===== src/rtl/hazard_if.sv =====
// Hazard-unit bundle: pipeline register indices and controls, cache miss inputs
// and refill status, shared between the pipeline (master) and the hazard controller (slave).
interface hazard_if #(
    parameter int REG_ADDR_WIDTH = 5
);
    logic [REG_ADDR_WIDTH-1:0] Rs1D;
    logic [REG_ADDR_WIDTH-1:0] Rs2D;
    logic [REG_ADDR_WIDTH-1:0] Rs1E;
    logic [REG_ADDR_WIDTH-1:0] Rs2E;
    logic [REG_ADDR_WIDTH-1:0] RdE;
    logic [REG_ADDR_WIDTH-1:0] RdM;
    logic [REG_ADDR_WIDTH-1:0] RdW;
    logic                      ResultSrcE0;
    logic                      PCSrcE;
    logic                      RegWriteM;
    logic                      RegWriteW;
    logic                      MissF;
    logic                      MissM;

    logic                      StallF;
    logic                      StallD;
    logic                      StallE;
    logic                      StallM;
    logic                      StallW;
    logic                      FlushD;
    logic                      FlushE;
    logic [1:0]                ForwardAE;
    logic [1:0]                ForwardBE;
    logic                      RefillBusy;
    logic                      RefillSel;
    logic                      RefillDone;

    modport master (
        output Rs1D, Rs2D, Rs1E, Rs2E, RdE, RdM, RdW,
        output ResultSrcE0, PCSrcE, RegWriteM, RegWriteW, MissF, MissM,
        input  StallF, StallD, StallE, StallM, StallW, FlushD, FlushE,
        input  ForwardAE, ForwardBE, RefillBusy, RefillSel, RefillDone
    );

    modport slave (
        input  Rs1D, Rs2D, Rs1E, Rs2E, RdE, RdM, RdW,
        input  ResultSrcE0, PCSrcE, RegWriteM, RegWriteW, MissF, MissM,
        output StallF, StallD, StallE, StallM, StallW, FlushD, FlushE,
        output ForwardAE, ForwardBE, RefillBusy, RefillSel, RefillDone
    );
endinterface


===== src/rtl/hazard_controller.sv =====
// Stall/flush/forwarding control for the 5-stage RV32I pipeline, with a refill FSM
// that holds the pipeline for MISS_LATENCY cycles per I- or D-cache refill.
//
//   state    | meaning
//   ---------+-------------------------------------------------------------
//   IDLE     | no refill; normal hazard rules, miss detection
//   REFILL_I | I-cache refill; fetch held, bubbles into Decode, D-miss queued
//   REFILL_D | D-cache refill; whole pipeline frozen
module hazard_controller #(
    parameter int MISS_LATENCY   = 4,
    parameter int REG_ADDR_WIDTH = 5
) (
    input logic    clk,
    input logic    rst,
    hazard_if.slave hz
);
    localparam int CNT_W = $clog2(MISS_LATENCY + 1);
    localparam logic [CNT_W-1:0] CNT_LOAD = CNT_W'(MISS_LATENCY);
    localparam logic [CNT_W-1:0] CNT_ONE  = CNT_W'(1);
    localparam logic [CNT_W-1:0] CNT_TWO  = CNT_W'(2);
    localparam logic LOAD_IS_LAST = (MISS_LATENCY == 1);
    localparam logic [REG_ADDR_WIDTH-1:0] REG_ZERO = '0;

    typedef enum logic [1:0] {
        IDLE     = 2'd0,
        REFILL_I = 2'd1,
        REFILL_D = 2'd2
    } state_t;

    state_t           state;
    logic [CNT_W-1:0] cnt;
    logic             pend_d;
    logic             busy;
    logic             sel;
    logic             done;
    logic             last;

    assign last = (cnt == CNT_ONE);

    always_ff @(posedge clk or posedge rst) begin
        if (rst) begin
            state  <= IDLE;
            cnt    <= '0;
            pend_d <= 1'b0;
            busy   <= 1'b0;
            sel    <= 1'b0;
            done   <= 1'b0;
        end else begin
            case (state)
                IDLE: begin
                    pend_d <= 1'b0;
                    busy   <= 1'b0;
                    done   <= 1'b0;
                    if (hz.MissM) begin
                        state <= REFILL_D;
                        cnt   <= CNT_LOAD;
                        busy  <= 1'b1;
                        sel   <= 1'b1;
                        done  <= LOAD_IS_LAST;
                    end else if (hz.MissF) begin
                        state <= REFILL_I;
                        cnt   <= CNT_LOAD;
                        busy  <= 1'b1;
                        sel   <= 1'b0;
                        done  <= LOAD_IS_LAST;
                    end
                end
                REFILL_I: begin
                    if (last) begin
                        // A D-miss that arrived during the I refill is served back to back.
                        if (hz.MissM || pend_d) begin
                            state  <= REFILL_D;
                            cnt    <= CNT_LOAD;
                            sel    <= 1'b1;
                            pend_d <= 1'b0;
                            done   <= LOAD_IS_LAST;
                        end else begin
                            state <= IDLE;
                            cnt   <= '0;
                            busy  <= 1'b0;
                            done  <= 1'b0;
                        end
                    end else begin
                        cnt  <= cnt - CNT_ONE;
                        done <= (cnt == CNT_TWO);
                        if (hz.MissM) pend_d <= 1'b1;
                    end
                end
                REFILL_D: begin
                    if (last) begin
                        state <= IDLE;
                        cnt   <= '0;
                        busy  <= 1'b0;
                        done  <= 1'b0;
                    end else begin
                        cnt  <= cnt - CNT_ONE;
                        done <= (cnt == CNT_TWO);
                    end
                end
                default: begin
                    state  <= IDLE;
                    cnt    <= '0;
                    pend_d <= 1'b0;
                    busy   <= 1'b0;
                    done   <= 1'b0;
                end
            endcase
        end
    end

    logic lw_stall;
    logic hold_all;
    logic fetch_hold;
    logic [4:0] stall_vec;
    logic flush_d;
    logic flush_e;

    assign lw_stall = hz.ResultSrcE0 && (hz.RdE != REG_ZERO) &&
                      ((hz.RdE == hz.Rs1D) || (hz.RdE == hz.Rs2D));

    always_comb begin
        hold_all   = 1'b0;
        fetch_hold = 1'b0;
        case (state)
            IDLE: begin
                hold_all   = hz.MissM;
                fetch_hold = hz.MissF;
            end
            REFILL_I: begin
                hold_all   = hz.MissM || pend_d;
                fetch_hold = 1'b1;
            end
            default: hold_all = 1'b1;
        endcase
    end

    // Stall vector order is {F, D, E, M, W}.
    always_comb begin
        stall_vec = 5'b00000;
        flush_d   = 1'b0;
        flush_e   = 1'b0;
        if (hold_all) begin
            stall_vec = 5'b11111;
        end else if (fetch_hold) begin
            stall_vec = {1'b1, lw_stall, 3'b000};
            flush_d   = 1'b1;
            flush_e   = lw_stall || hz.PCSrcE;
        end else begin
            stall_vec = {lw_stall, lw_stall, 3'b000};
            flush_d   = hz.PCSrcE;
            flush_e   = lw_stall || hz.PCSrcE;
        end
    end

    assign hz.StallF = stall_vec[4];
    assign hz.StallD = stall_vec[3];
    assign hz.StallE = stall_vec[2];
    assign hz.StallM = stall_vec[1];
    assign hz.StallW = stall_vec[0];
    assign hz.FlushD = flush_d;
    assign hz.FlushE = flush_e;

    // M-stage ALU result has priority over the W result (it is the younger write).
    always_comb begin
        if (hz.RegWriteM && (hz.RdM != REG_ZERO) && (hz.RdM == hz.Rs1E))
            hz.ForwardAE = 2'b10;
        else if (hz.RegWriteW && (hz.RdW != REG_ZERO) && (hz.RdW == hz.Rs1E))
            hz.ForwardAE = 2'b01;
        else
            hz.ForwardAE = 2'b00;
    end

    always_comb begin
        if (hz.RegWriteM && (hz.RdM != REG_ZERO) && (hz.RdM == hz.Rs2E))
            hz.ForwardBE = 2'b10;
        else if (hz.RegWriteW && (hz.RdW != REG_ZERO) && (hz.RdW == hz.Rs2E))
            hz.ForwardBE = 2'b01;
        else
            hz.ForwardBE = 2'b00;
    end

    assign hz.RefillBusy = busy;
    assign hz.RefillSel  = sel;
    assign hz.RefillDone = done;
endmodule


===== src/flat_wrapper.sv =====
// flat-port wrapper written by rule: the top's interface ports become plain ports
module hazard_controller_flat 
#(
    parameter int MISS_LATENCY   = 4,
    parameter int REG_ADDR_WIDTH = 5
)
  (clk, rst, hz_Rs1D, hz_Rs2D, hz_Rs1E, hz_Rs2E, hz_RdE, hz_RdM, hz_RdW, hz_ResultSrcE0, hz_PCSrcE, hz_RegWriteM, hz_RegWriteW, hz_MissF, hz_MissM, hz_StallF, hz_StallD, hz_StallE, hz_StallM, hz_StallW, hz_FlushD, hz_FlushE, hz_ForwardAE, hz_ForwardBE, hz_RefillBusy, hz_RefillSel, hz_RefillDone);
  hazard_if #(.REG_ADDR_WIDTH(REG_ADDR_WIDTH)) hz_i ();
  input logic clk;
  input logic rst;
  input wire logic [$bits(hz_i.Rs1D)-1:0] hz_Rs1D;
  input wire logic [$bits(hz_i.Rs2D)-1:0] hz_Rs2D;
  input wire logic [$bits(hz_i.Rs1E)-1:0] hz_Rs1E;
  input wire logic [$bits(hz_i.Rs2E)-1:0] hz_Rs2E;
  input wire logic [$bits(hz_i.RdE)-1:0] hz_RdE;
  input wire logic [$bits(hz_i.RdM)-1:0] hz_RdM;
  input wire logic [$bits(hz_i.RdW)-1:0] hz_RdW;
  input wire logic [$bits(hz_i.ResultSrcE0)-1:0] hz_ResultSrcE0;
  input wire logic [$bits(hz_i.PCSrcE)-1:0] hz_PCSrcE;
  input wire logic [$bits(hz_i.RegWriteM)-1:0] hz_RegWriteM;
  input wire logic [$bits(hz_i.RegWriteW)-1:0] hz_RegWriteW;
  input wire logic [$bits(hz_i.MissF)-1:0] hz_MissF;
  input wire logic [$bits(hz_i.MissM)-1:0] hz_MissM;
  output wire logic [$bits(hz_i.StallF)-1:0] hz_StallF;
  output wire logic [$bits(hz_i.StallD)-1:0] hz_StallD;
  output wire logic [$bits(hz_i.StallE)-1:0] hz_StallE;
  output wire logic [$bits(hz_i.StallM)-1:0] hz_StallM;
  output wire logic [$bits(hz_i.StallW)-1:0] hz_StallW;
  output wire logic [$bits(hz_i.FlushD)-1:0] hz_FlushD;
  output wire logic [$bits(hz_i.FlushE)-1:0] hz_FlushE;
  output wire logic [$bits(hz_i.ForwardAE)-1:0] hz_ForwardAE;
  output wire logic [$bits(hz_i.ForwardBE)-1:0] hz_ForwardBE;
  output wire logic [$bits(hz_i.RefillBusy)-1:0] hz_RefillBusy;
  output wire logic [$bits(hz_i.RefillSel)-1:0] hz_RefillSel;
  output wire logic [$bits(hz_i.RefillDone)-1:0] hz_RefillDone;
  assign hz_i.Rs1D = hz_Rs1D;
  assign hz_i.Rs2D = hz_Rs2D;
  assign hz_i.Rs1E = hz_Rs1E;
  assign hz_i.Rs2E = hz_Rs2E;
  assign hz_i.RdE = hz_RdE;
  assign hz_i.RdM = hz_RdM;
  assign hz_i.RdW = hz_RdW;
  assign hz_i.ResultSrcE0 = hz_ResultSrcE0;
  assign hz_i.PCSrcE = hz_PCSrcE;
  assign hz_i.RegWriteM = hz_RegWriteM;
  assign hz_i.RegWriteW = hz_RegWriteW;
  assign hz_i.MissF = hz_MissF;
  assign hz_i.MissM = hz_MissM;
  assign hz_StallF = hz_i.StallF;
  assign hz_StallD = hz_i.StallD;
  assign hz_StallE = hz_i.StallE;
  assign hz_StallM = hz_i.StallM;
  assign hz_StallW = hz_i.StallW;
  assign hz_FlushD = hz_i.FlushD;
  assign hz_FlushE = hz_i.FlushE;
  assign hz_ForwardAE = hz_i.ForwardAE;
  assign hz_ForwardBE = hz_i.ForwardBE;
  assign hz_RefillBusy = hz_i.RefillBusy;
  assign hz_RefillSel = hz_i.RefillSel;
  assign hz_RefillDone = hz_i.RefillDone;
  hazard_controller #(.MISS_LATENCY(MISS_LATENCY), .REG_ADDR_WIDTH(REG_ADDR_WIDTH)) u_core (.clk(clk), .rst(rst), .hz(hz_i));
endmodule

===== config.mk =====
export PLATFORM = sky130hd
export DESIGN_NAME = hazard_controller_flat
export DESIGN_NICKNAME = d
export VERILOG_FILES = /design/src/rtl/hazard_if.sv /design/src/rtl/hazard_controller.sv /design/src/flat_wrapper.sv
export SDC_FILE = /design/constraint.sdc
export NUM_CORES = 1
export LEC_CHECK = 0
export BUFFER_PORTS_ARGS = -buffer_cell sky130_fd_sc_hd__buf_4
export CORE_MARGIN = 2
export CORE_UTILIZATION = 44
export DETAILED_ROUTE_END_ITERATION = 8
export GPL_ROUTABILITY_DRIVEN = 1
export GPL_TIMING_DRIVEN = 1
export PLACE_DENSITY = 0.8
export SLEW_MARGIN = 20
export SYNTH_ARGS = -nofsm -noshare
export SYNTH_HDL_FRONTEND = slang
export SYNTH_SLANG_ARGS = --single-unit

===== constraint.sdc =====
create_clock -name clk -period 1.8 [get_ports clk]
set_input_delay 0.18 -clock clk [delete_from_list [all_inputs] [get_ports clk]]
set_output_delay 0.18 -clock clk [all_outputs]
set_load 0.005 [all_outputs]

==> summary.txt, run 1 <==
Run status = complete, but fails checks
Failing checks = negative setup slack
Worst-path cell chain = ha_4 -> nand2b_4 -> a21oi_4 -> buf_6 -> o211ai_1 -> buf_4
Core box area = 2190 um^2
Global route total overflow = 0
WP data arrival = 1640 ps
Mapped Avg Cell Area = 8.14 um^2
Die Y = 52.1 um
CTS tree = done
Flop pwr share = 0.216
Post-synth net total = 175
Mapped Area = 1020 um^2
# H-tree levels = 1
Post-placement cell area = 1480 um^2
Clock transition at the registers of the reported paths = 60 ps
Maximum clock rate = 0.551 GHz
NetSw = 692 uW
Clock power share = 0.099
Worst hold slack = 238 ps
Final core occ = 0.736
HP Class = input port to register
Setup CP Type = register to primary output
Initial Utilization = 0.464
Clk buf depth = 2
Req. time, crit path = 1620 ps
Combinational power share = 0.685
Num rows = 17
DRC violations left = 0
Total die area = 2710 um^2
Tcrit/Tclk final = 1.01
Global-route wire length before repair = 4.75 mm
Nature of the critical path startpoint = register
Final Instance Area = 1610 um^2
Slew Limit Fails = 0
RSZ-0062 raised after global routing = yes
Register area share after synthesis = 0.221
I/O Buffers = 56
Root buf cell = clkbuf_4
Unique masters post-synth = 31
Slew margin rel. = 0.671
Routed length per instance = 13.8 um
Total global-route track usage = 0.236
Final setup fails = 1
First-pass detailed-route iteration total = 4
Synth Register Bits = 9
1st-iter DRT viols = 24
Synth area leader = dfrtp_1
Period minus WS final = 1820 ps
Setup crit end kind = primary output
Pwr Density = 1030 nW/um^2
Commonest cells post-synth = xor2_1 (24), nor2_1 (11), inv_1 (10)
Hold Vio Cnt, Final = 0
Slowest-stage cell, CP = dfrtp_2
DRT antenna net count = 0
PnR worst setup slack = -15.1 ps
Synth Instances = 125
Clock sinks = 9
Vias = 1150
Initial antenna violation count = 0
Power, Total = 1660 uW
Largest net degree at the start of global routing = 11
Dominant synthesized flop cell = dfrtp_1
Io pins = 57
Crit path buf inv count = 2
Max-Cap Viols = 0
Leak = 0.000766 uW
Internal power = 968 uW
Cell family with most CP delay = flip-flops
Most numerous cell in the Yosys netlist = xor2_1
Post-synth ARST share = 1.00
Switching portion of total power = 0.417
ANT cells = 0
Ratio of cells with drive above 1 in the final layout = 0.432
Vias in the first global route = 1144
Post-synth EDFFs = 0
Drt total wl = 3.02 mm
YS warnings = 0
Top area cells in the synthesized netlist = dfrtp_1 (22%), xor2_1 (21%), ha_1 (8.6%)
Die width = 52.1 um
Crit Path Max Fanout = 5
Clk_skew = 1.70 ps
DR vias/cell = 5.28
Clk_lat worst skew = 270 ps
CP peak stage delay = 450 ps
Area Growth Syn to Fin = 58.5%
Routability cong. = 0.779
Final HPWL DP = 2.39 mm
Cts bufs inserted = 3
VDD IR max = 0.651 mV
Slew @ Worst Pin = 480 ps
Nets = 241
Yosys top cell area share = 0.221
Total of fill cells in the finished design = 173
==> worst reg2reg max path, cell delays in order (launching register included) <==
cell and delay [ps]:
dfrtp_1 380, buf_4 130, buf_4 120, ha_1 220, a2111oi_0 500, a22o_1 220
==> metal layers <==
layer,GRT usage,part of all wire,vias up
met2,0.428,0.54,47
met1,0.257,0.39,534
li1,-,-,561
met5,0,0,-
met4,0.127,0.023,0
met3,0.0374,0.048,8
==> layout by cell type, fill, tap and decap left out, drive strengths merged, types with 2 or more instances in the layout <==
master / count
nor3: 5
nor2: 11
xor2: 24
nor4: 5
xnor2: 6
dfrtp: 9
clkbuf: 4
or4: 5
ha: 7
o31ai: 2
inv: 10
nand3: 2
nand2b: 4
a21oi: 5
o21ai: 8
buf: 64
nand2: 7
==> sequential cells by signal, summed over array words and instances (netlist names) <==
register and count:
u_core.pend_d 1, u_core.cnt 3, u_core.hz.RefillSel 1, u_core.hz.RefillBusy 1, u_core.state 2, u_core.hz.RefillDone 1
==> kinds of logic (layout without fill, tap and decap cells) <==
kind of cell | count (synthesis) | in the layout | share of synthesized area
simple gates | 39 | 39 | 0.205
xor+xnor | 30 | 30 | 0.258
compound gates | 25 | 25 | 0.160
buf+inv | 14 | 79 | 0.0590
flops | 9 | 9 | 0.221
fa+ha+maj | 7 | 7 | 0.0861
mux | 1 | 1 | 0.00984
==> power groups by stage <==
| stage | sequential (uW) | combinational, uW | clock [uW] |
|---|---|---|---|
| 2_1_floorplan | 346 | 535 | 0 |
| 3_3_place_gp | 352 | 872 | 0 |
| 3_5_place_dp | 357 | 908 | 0 |
| 4_1_cts | 356 | 1030 | 169 |
| 5_1_grt | 369 | 1230 | 182 |
| 6_report | 359 | 1140 | 164 |
==> per-stage QoR <==
stage | setup WS (ps) | std cells | TNS, ps
2_1_floorplan | 54.1 | 125 | 0
3_3_place_gp | 130 | 209 | 0
3_5_place_dp | 122 | 209 | 0
4_1_cts | -22.4 | 216 | -22.4
5_1_grt | -37.5 | 218 | -135
6_report | -15.1 | 218 | -15.1
==> cell type report <==
type	count	area, um^2	area share
multi-input cells	102	793	0.492
repair buffers	65	494	0.306
inverters	10	37.5	0.0233
well taps	28	35.0	0.0217
flip-flops and latches	9	226	0.140
clock buffers	4	26.3	0.0163
==> worst paths after layout <==
check | startpoint | cells past startpoint | slack, ps | to
min in group asynchronous | rst | 3 | 430 | u_core.pend_d
setup / recovery | u_core.state[0] | 6 | -20 | hz_StallF
hold / removal | hz_MissM | 3 | 240 | u_core.pend_d
setup reg to reg | u_core.state[1] | 5 | 170 | u_core.cnt[2]
hold reg to reg | u_core.cnt[2] | 1 | 510 | u_core.hz.RefillDone
max in group asynchronous | rst | 3 | 1090 | u_core.state[0]
==> what timing repair did <==
| action | in CTS | in global routing |
|---|---|---|
| hold buffers | 1 | 0 |
| resized for setup | 8 | 9 |
| setup endpoints to repair | 7 | 7 |
| endpoints found under the hold margin | 9 | 0 |
| buffers inserted | 2 | 2 |
| pin swaps | 4 | 2 |
Power figures use the tool's default switching activity.
==> run 2: changes to the inputs <==
--- a/config.mk
+++ b/config.mk
@@ -12,6 +12,7 @@
 export GPL_ROUTABILITY_DRIVEN = 1
 export GPL_TIMING_DRIVEN = 1
 export PLACE_DENSITY = 0.8
+export RECOVER_POWER = 100
 export SLEW_MARGIN = 20
 export SYNTH_ARGS = -nofsm -noshare
 export SYNTH_HDL_FRONTEND = slang
==> run 2 against run 1 <==
  * Register-to-register slack about the same
  * Largest power group unchanged
  * Sequential cell count unchanged
  * Count of clock-buffer cells in the layout unchanged
  * Critical path depth unchanged
  * Maximum frequency about the same
  * The run still ends with negative setup slack left
  * Clock power about the same
  * Design area unchanged
==> summary.txt, run 2 (same netlist as run 1, synthesis figures left out) <==
Run status = complete, but fails checks
Failing checks = negative setup slack
Power, Total = 1660 uW
# H-tree levels = 1
Slowest-stage cell, CP = dfrtp_2
Cell family with most CP delay = flip-flops
Initial Utilization = 0.464
Top flop regs = u_core.cnt: 3 flops, u_core.state: 2 flops
HP Class = input port to register
Setup crit end kind = primary output
Most frequent cells in the layout = buf_4 (59), xor2_1 (24), nor2_1 (10)
Root buf cell = clkbuf_4
Worst-path cell chain = ha_4 -> nand2b_4 -> a21oi_4 -> buf_6 -> o211ai_1 -> buf_4
Routability cong. = 0.779
CTS tree = done
Reg2Reg Capture Point = u_core.cnt[2]
Worst hold slack = 240 ps
TNS Setup = -15.5 ps
Setup CP Type = register to primary output
Largest net degree at the start of global routing = 11
Ratio of cells with drive above 1 in the final layout = 0.432
VDD IR max = 0.645 mV
Global-route wire length before repair = 4.75 mm
Total global-route track usage = 0.236
Max reg flops = 3
Initial antenna violation count = 0
Slew Limit Fails = 0
Core box area = 2190 um^2
Drt total wl = 3.01 mm
DRT antenna net count = 0
Clock transition at the registers of the reported paths = 60 ps
Reg-to-Reg Start = u_core.state[1]
ANT cells = 0
Final Instance Area = 1610 um^2
Clk buf depth = 2
Reg2reg path depth = 5
Global route total overflow = 0
WHS Endpoint = u_core.pend_d
Total of fill cells in the finished design = 173
WP data arrival = 1640 ps
Slew @ Worst Pin = 479 ps
Clk_lat worst skew = 260 ps
Maximum clock rate = 0.551 GHz
Clk_skew = 1.39 ps
First-pass detailed-route iteration total = 4
Max-Cap Viols = 0
Req. time, crit path = 1620 ps
1st-iter DRT viols = 21
Final setup fails = 1
Leak = 0.000765 uW
Num rows = 17
Crit path buf inv count = 2
Routed length per instance = 13.8 um
Hold depth = 3
Top reg by flops = u_core.cnt
Die Y = 52.1 um
Vias in the first global route = 1144
Nature of the critical path startpoint = register
Final HPWL DP = 2.39 mm
Nets = 241
Io pins = 57
Area Growth Syn to Fin = 58.5%
Tcrit/Tclk final = 1.01
Most common cell after layout, fill and taps aside = buf_4
Clock sinks = 9
Die width = 52.1 um
Cts bufs inserted = 3
Slew margin rel. = 0.673
Pwr Density = 1030 nW/um^2
Period minus WS final = 1820 ps
DR vias/cell = 5.25
DRC violations left = 0
PnR worst setup slack = -15.5 ps
Total die area = 2710 um^2
Reg2Reg Setup Slack = 170 ps
Hold Vio Cnt, Final = 0
Hold Startpoint = hz_MissM
RSZ-0062 raised after global routing = yes
Crit Path Max Fanout = 5
Vias = 1145
Post-placement cell area = 1480 um^2
CP peak stage delay = 450 ps
I/O Buffers = 56
[run 2: cell types whose count changed in the layout (fill, tap and decap cells not counted), sizes merged]
cell and change:
buf -4, clkbuf +4
[run 2: repair_timing]
item,in CTS,in global routing
endpoints found under the setup margin,7,7
buffers inserted,2,2
hold buffers,1,0
resized for setup,8,9
pin swaps,4,2
hold endpoints to repair,9,0
[run 2: worst max path at each step]
| stage | start | to | slack (ps) | cells after the start |
|---|---|---|---|---|
| 6_report | u_core.state[0] | hz_StallF | -20 | 6 |
| 3_5_place_dp | hz_RdM[4] | hz_ForwardAE[0] | 120 | 6 |
| 2_1_floorplan | u_core.state[1] | hz_FlushE | 50 | 7 |
| 5_1_grt | u_core.state[0] | hz_FlushE | -40 | 7 |
| 4_1_cts | u_core.state[0] | hz_FlushE | -20 | 6 |
| 3_3_place_gp | hz_RdM[4] | hz_ForwardAE[0] | 130 | 6 |
[run 2: layout make-up]
type                            instances  area (um^2)  share of cell area
Inverter                               10         37.5              0.0233
Clock buffer                            4         26.3              0.0163
Multi-Input combinational cell        102          793               0.492
Tap cell                               28         35.0              0.0217
Sequential cell                         9          226               0.140
Timing Repair Buffer                   65          494               0.306
[run 2: through the flow]
stage	setup WS, ps	utilization	instances
2_1_floorplan	54.1	-	125
3_3_place_gp	130	0.676	209
3_5_place_dp	122	0.676	209
4_1_cts	-22.4	0.716	216
5_1_grt	-37.5	0.736	218
6_report	-15.5	0.736	218
[run 2: routing by layer]
| layer | wire (um) | vias up | part of all wire | track usage |
|---|---|---|---|---|
| met1 | 1190 | 533 | 0.39 | 0.257 |
| met5 | 0 | - | 0 | 0 |
| li1 | - | 561 | - | - |
| met4 | 69 | 0 | 0.023 | 0.127 |
| met2 | 1610 | 43 | 0.54 | 0.428 |
| met3 | 139 | 8 | 0.046 | 0.0374 |
[run 2: worst min-delay path, stage by stage]
cell,delay [ps]
buf_4,130
a21oi_1,70
nor2_1,80
[run 2: report_power, final]
group          switching (uW)  internal (uW)
combinational             544            590
sequential               69.0            290
clock                    76.9           85.8
==> run 3: changes to the inputs <==
--- a/config.mk
+++ b/config.mk
@@ -13,6 +13,7 @@
 export GPL_TIMING_DRIVEN = 1
 export PLACE_DENSITY = 0.8
 export RECOVER_POWER = 100
+export REMOVE_ABC_BUFFERS = 1
 export SLEW_MARGIN = 20
 export SYNTH_ARGS = -nofsm -noshare
 export SYNTH_HDL_FRONTEND = slang
==> run 3 against run 2 <==
  * The flow now finishes without violations
  * First-iteration DRC count fell by 19%
  * Critical path type unchanged
  * Clock power fell by 2%
  * Cell count rose by 0.46%
  * Routed wire length rose by 3.8%
  * Count of clock-buffer cells in the layout did not move
  * Sequential share of layout area barely moved
  * Largest power group unchanged
  * Power rose by 0.31%
  * Die area did not move
  * Clock skew barely moved
==> summary.txt, run 3 (same netlist as run 1, synthesis figures left out) <==
Run status = finished clean
Vias = 1184
Die width = 52.1 um
Final HPWL DP = 2.41 mm
Placed Instances = 209
Io pins = 57
VDD IR max = 0.721 mV
Ratio of cells with drive above 1 in the final layout = 0.424
Req. time, crit path = 1620 ps
PnR worst setup slack = 9.01 ps
HP Class = input port to register
DR vias/cell = 5.41
Crit Path Max Fanout = 4
Total die area = 2710 um^2
Slew @ Worst Pin = 513 ps
Combinational power share = 0.685
RSZ-0062 raised after global routing = yes
Setup crit end kind = primary output
Initial antenna violation count = 0
Post-placement cell area = 1480 um^2
Top reg by flops = u_core.cnt
Slew margin rel. = 0.655
Final setup fails = 0
TNS Setup = 0 ps
Drt total wl = 3.12 mm
Worst hold slack = 245 ps
Clk buf depth = 2
Tcrit/Tclk final = 0.995
Num rows = 17
Nature of the critical path startpoint = register
Pre-CTS setup slack = 82.1 ps
WP data arrival = 1610 ps
# H-tree levels = 1
Period minus WS final = 1790 ps
Clock transition at the registers of the reported paths = 60 ps
Routability cong. = 0.891
First-pass detailed-route iteration total = 4
ANT cells = 0
Leak = 0.000767 uW
Max reg flops = 3
Global-route wire length before repair = 4.95 mm
Setup CP Type = register to primary output
Vias in the first global route = 1176
Nets = 242
Switching portion of total power = 0.416
I/O Buffers = 56
Initial Utilization = 0.464
Area Growth Syn to Fin = 59.0%
NetSw = 691 uW
DRT antenna net count = 0
Clk_skew = 1.66 ps
Most common cell after layout, fill and taps aside = buf_4
Hold Vio Cnt, Final = 0
Total global-route track usage = 0.251
Most frequent cells in the layout = buf_4 (59), xor2_1 (24), nor2_1 (10)
Pwr Density = 1030 nW/um^2
1st-iter DRT viols = 17
Global route total overflow = 0
Internal power = 969 uW
Core box area = 2190 um^2
Clk_lat worst skew = 270 ps
Clock power share = 0.095
Root buf cell = clkbuf_4
Fin cells = 219
DRC violations left = 0
Maximum clock rate = 0.558 GHz
Slew Limit Fails = 0
Largest net degree at the start of global routing = 11
CTS tree = done
Flop pwr share = 0.219
Clock sinks = 9
Top flop regs = u_core.cnt: 3 flops, u_core.state: 2 flops
Max-Cap Viols = 0
Routed length per instance = 14.3 um
Cts bufs inserted = 3
Die Y = 52.1 um
Final Instance Area = 1620 um^2
-- run 3: cell types whose count changed in the layout (fill, tap and decap cells not counted), sizes merged --
| cell | delta |
|---|---|
| buf | +1 |
-- run 3: final cells by class --
cell class,count,area [um^2]
Sequential cell,9,226
Tap cell,28,35.0
Multi-Input combinational cell,102,791
Inverter,10,37.5
Fill cell,145,573
Timing Repair Buffer,66,502
Clock buffer,4,26.3
-- run 3: per-stage QoR --
step | total power (uW) | util
floorplan | 854 | -
global placement | 1220 | 0.676
detailed placement | 1260 | 0.676
CTS | 1550 | 0.722
global route | 1780 | 0.738
finish | 1660 | 0.738
-- run 3: path summary, 6_finish.rpt --
kind / startpoint / to / slack (ps) / depth (start not counted)
worst min register to register: u_core.cnt[1] / u_core.cnt[1] / 510 / 2
min in group asynchronous: rst / u_core.hz.RefillSel / 430 / 3
worst max-delay path: u_core.state[1] / hz_FlushE / 9 / 8
worst min-delay path: hz_MissM / u_core.pend_d / 250 / 3
worst max register to register: u_core.state[1] / u_core.state[1] / 70 / 7
max in group asynchronous: rst / u_core.state[0] / 1100 / 3
-- run 3: what timing repair did --
| action | in CTS | in global routing |
|---|---|---|
| gates resized for setup | 10 | 6 |
| pin swaps | 3 | 5 |
| setup endpoints to repair | 7 | 6 |
| buffers inserted | 3 | 2 |
| hold buffers | 1 | 0 |
| hold endpoints to repair | 9 | 0 |
-- run 3: metal layers --
layer  global-route usage  part of all wire
met2                0.458              0.52
met3               0.0603             0.068
met4                0.145             0.043
met1                0.255              0.37
met5                    0                 0
-- run 3: power groups by stage --
stage | Combinational (uW) | Sequential [uW] | Clock, uW
3_5_place_dp | 904 | 355 | 0
2_1_floorplan | 508 | 346 | 0
3_3_place_gp | 871 | 352 | 0
5_1_grt | 1230 | 376 | 168
6_report | 1140 | 364 | 159
4_1_cts | 1030 | 358 | 160
-- run 3: worst max-delay path, cell delays in order (launching register included) --
cell      delay [ps]
dfrtp_1          380
inv_2             80
ha_4             180
nand2b_4         150
a21oi_4          150
buf_6            120
nand2_1           70
o31ai_2           60
buf_4            150
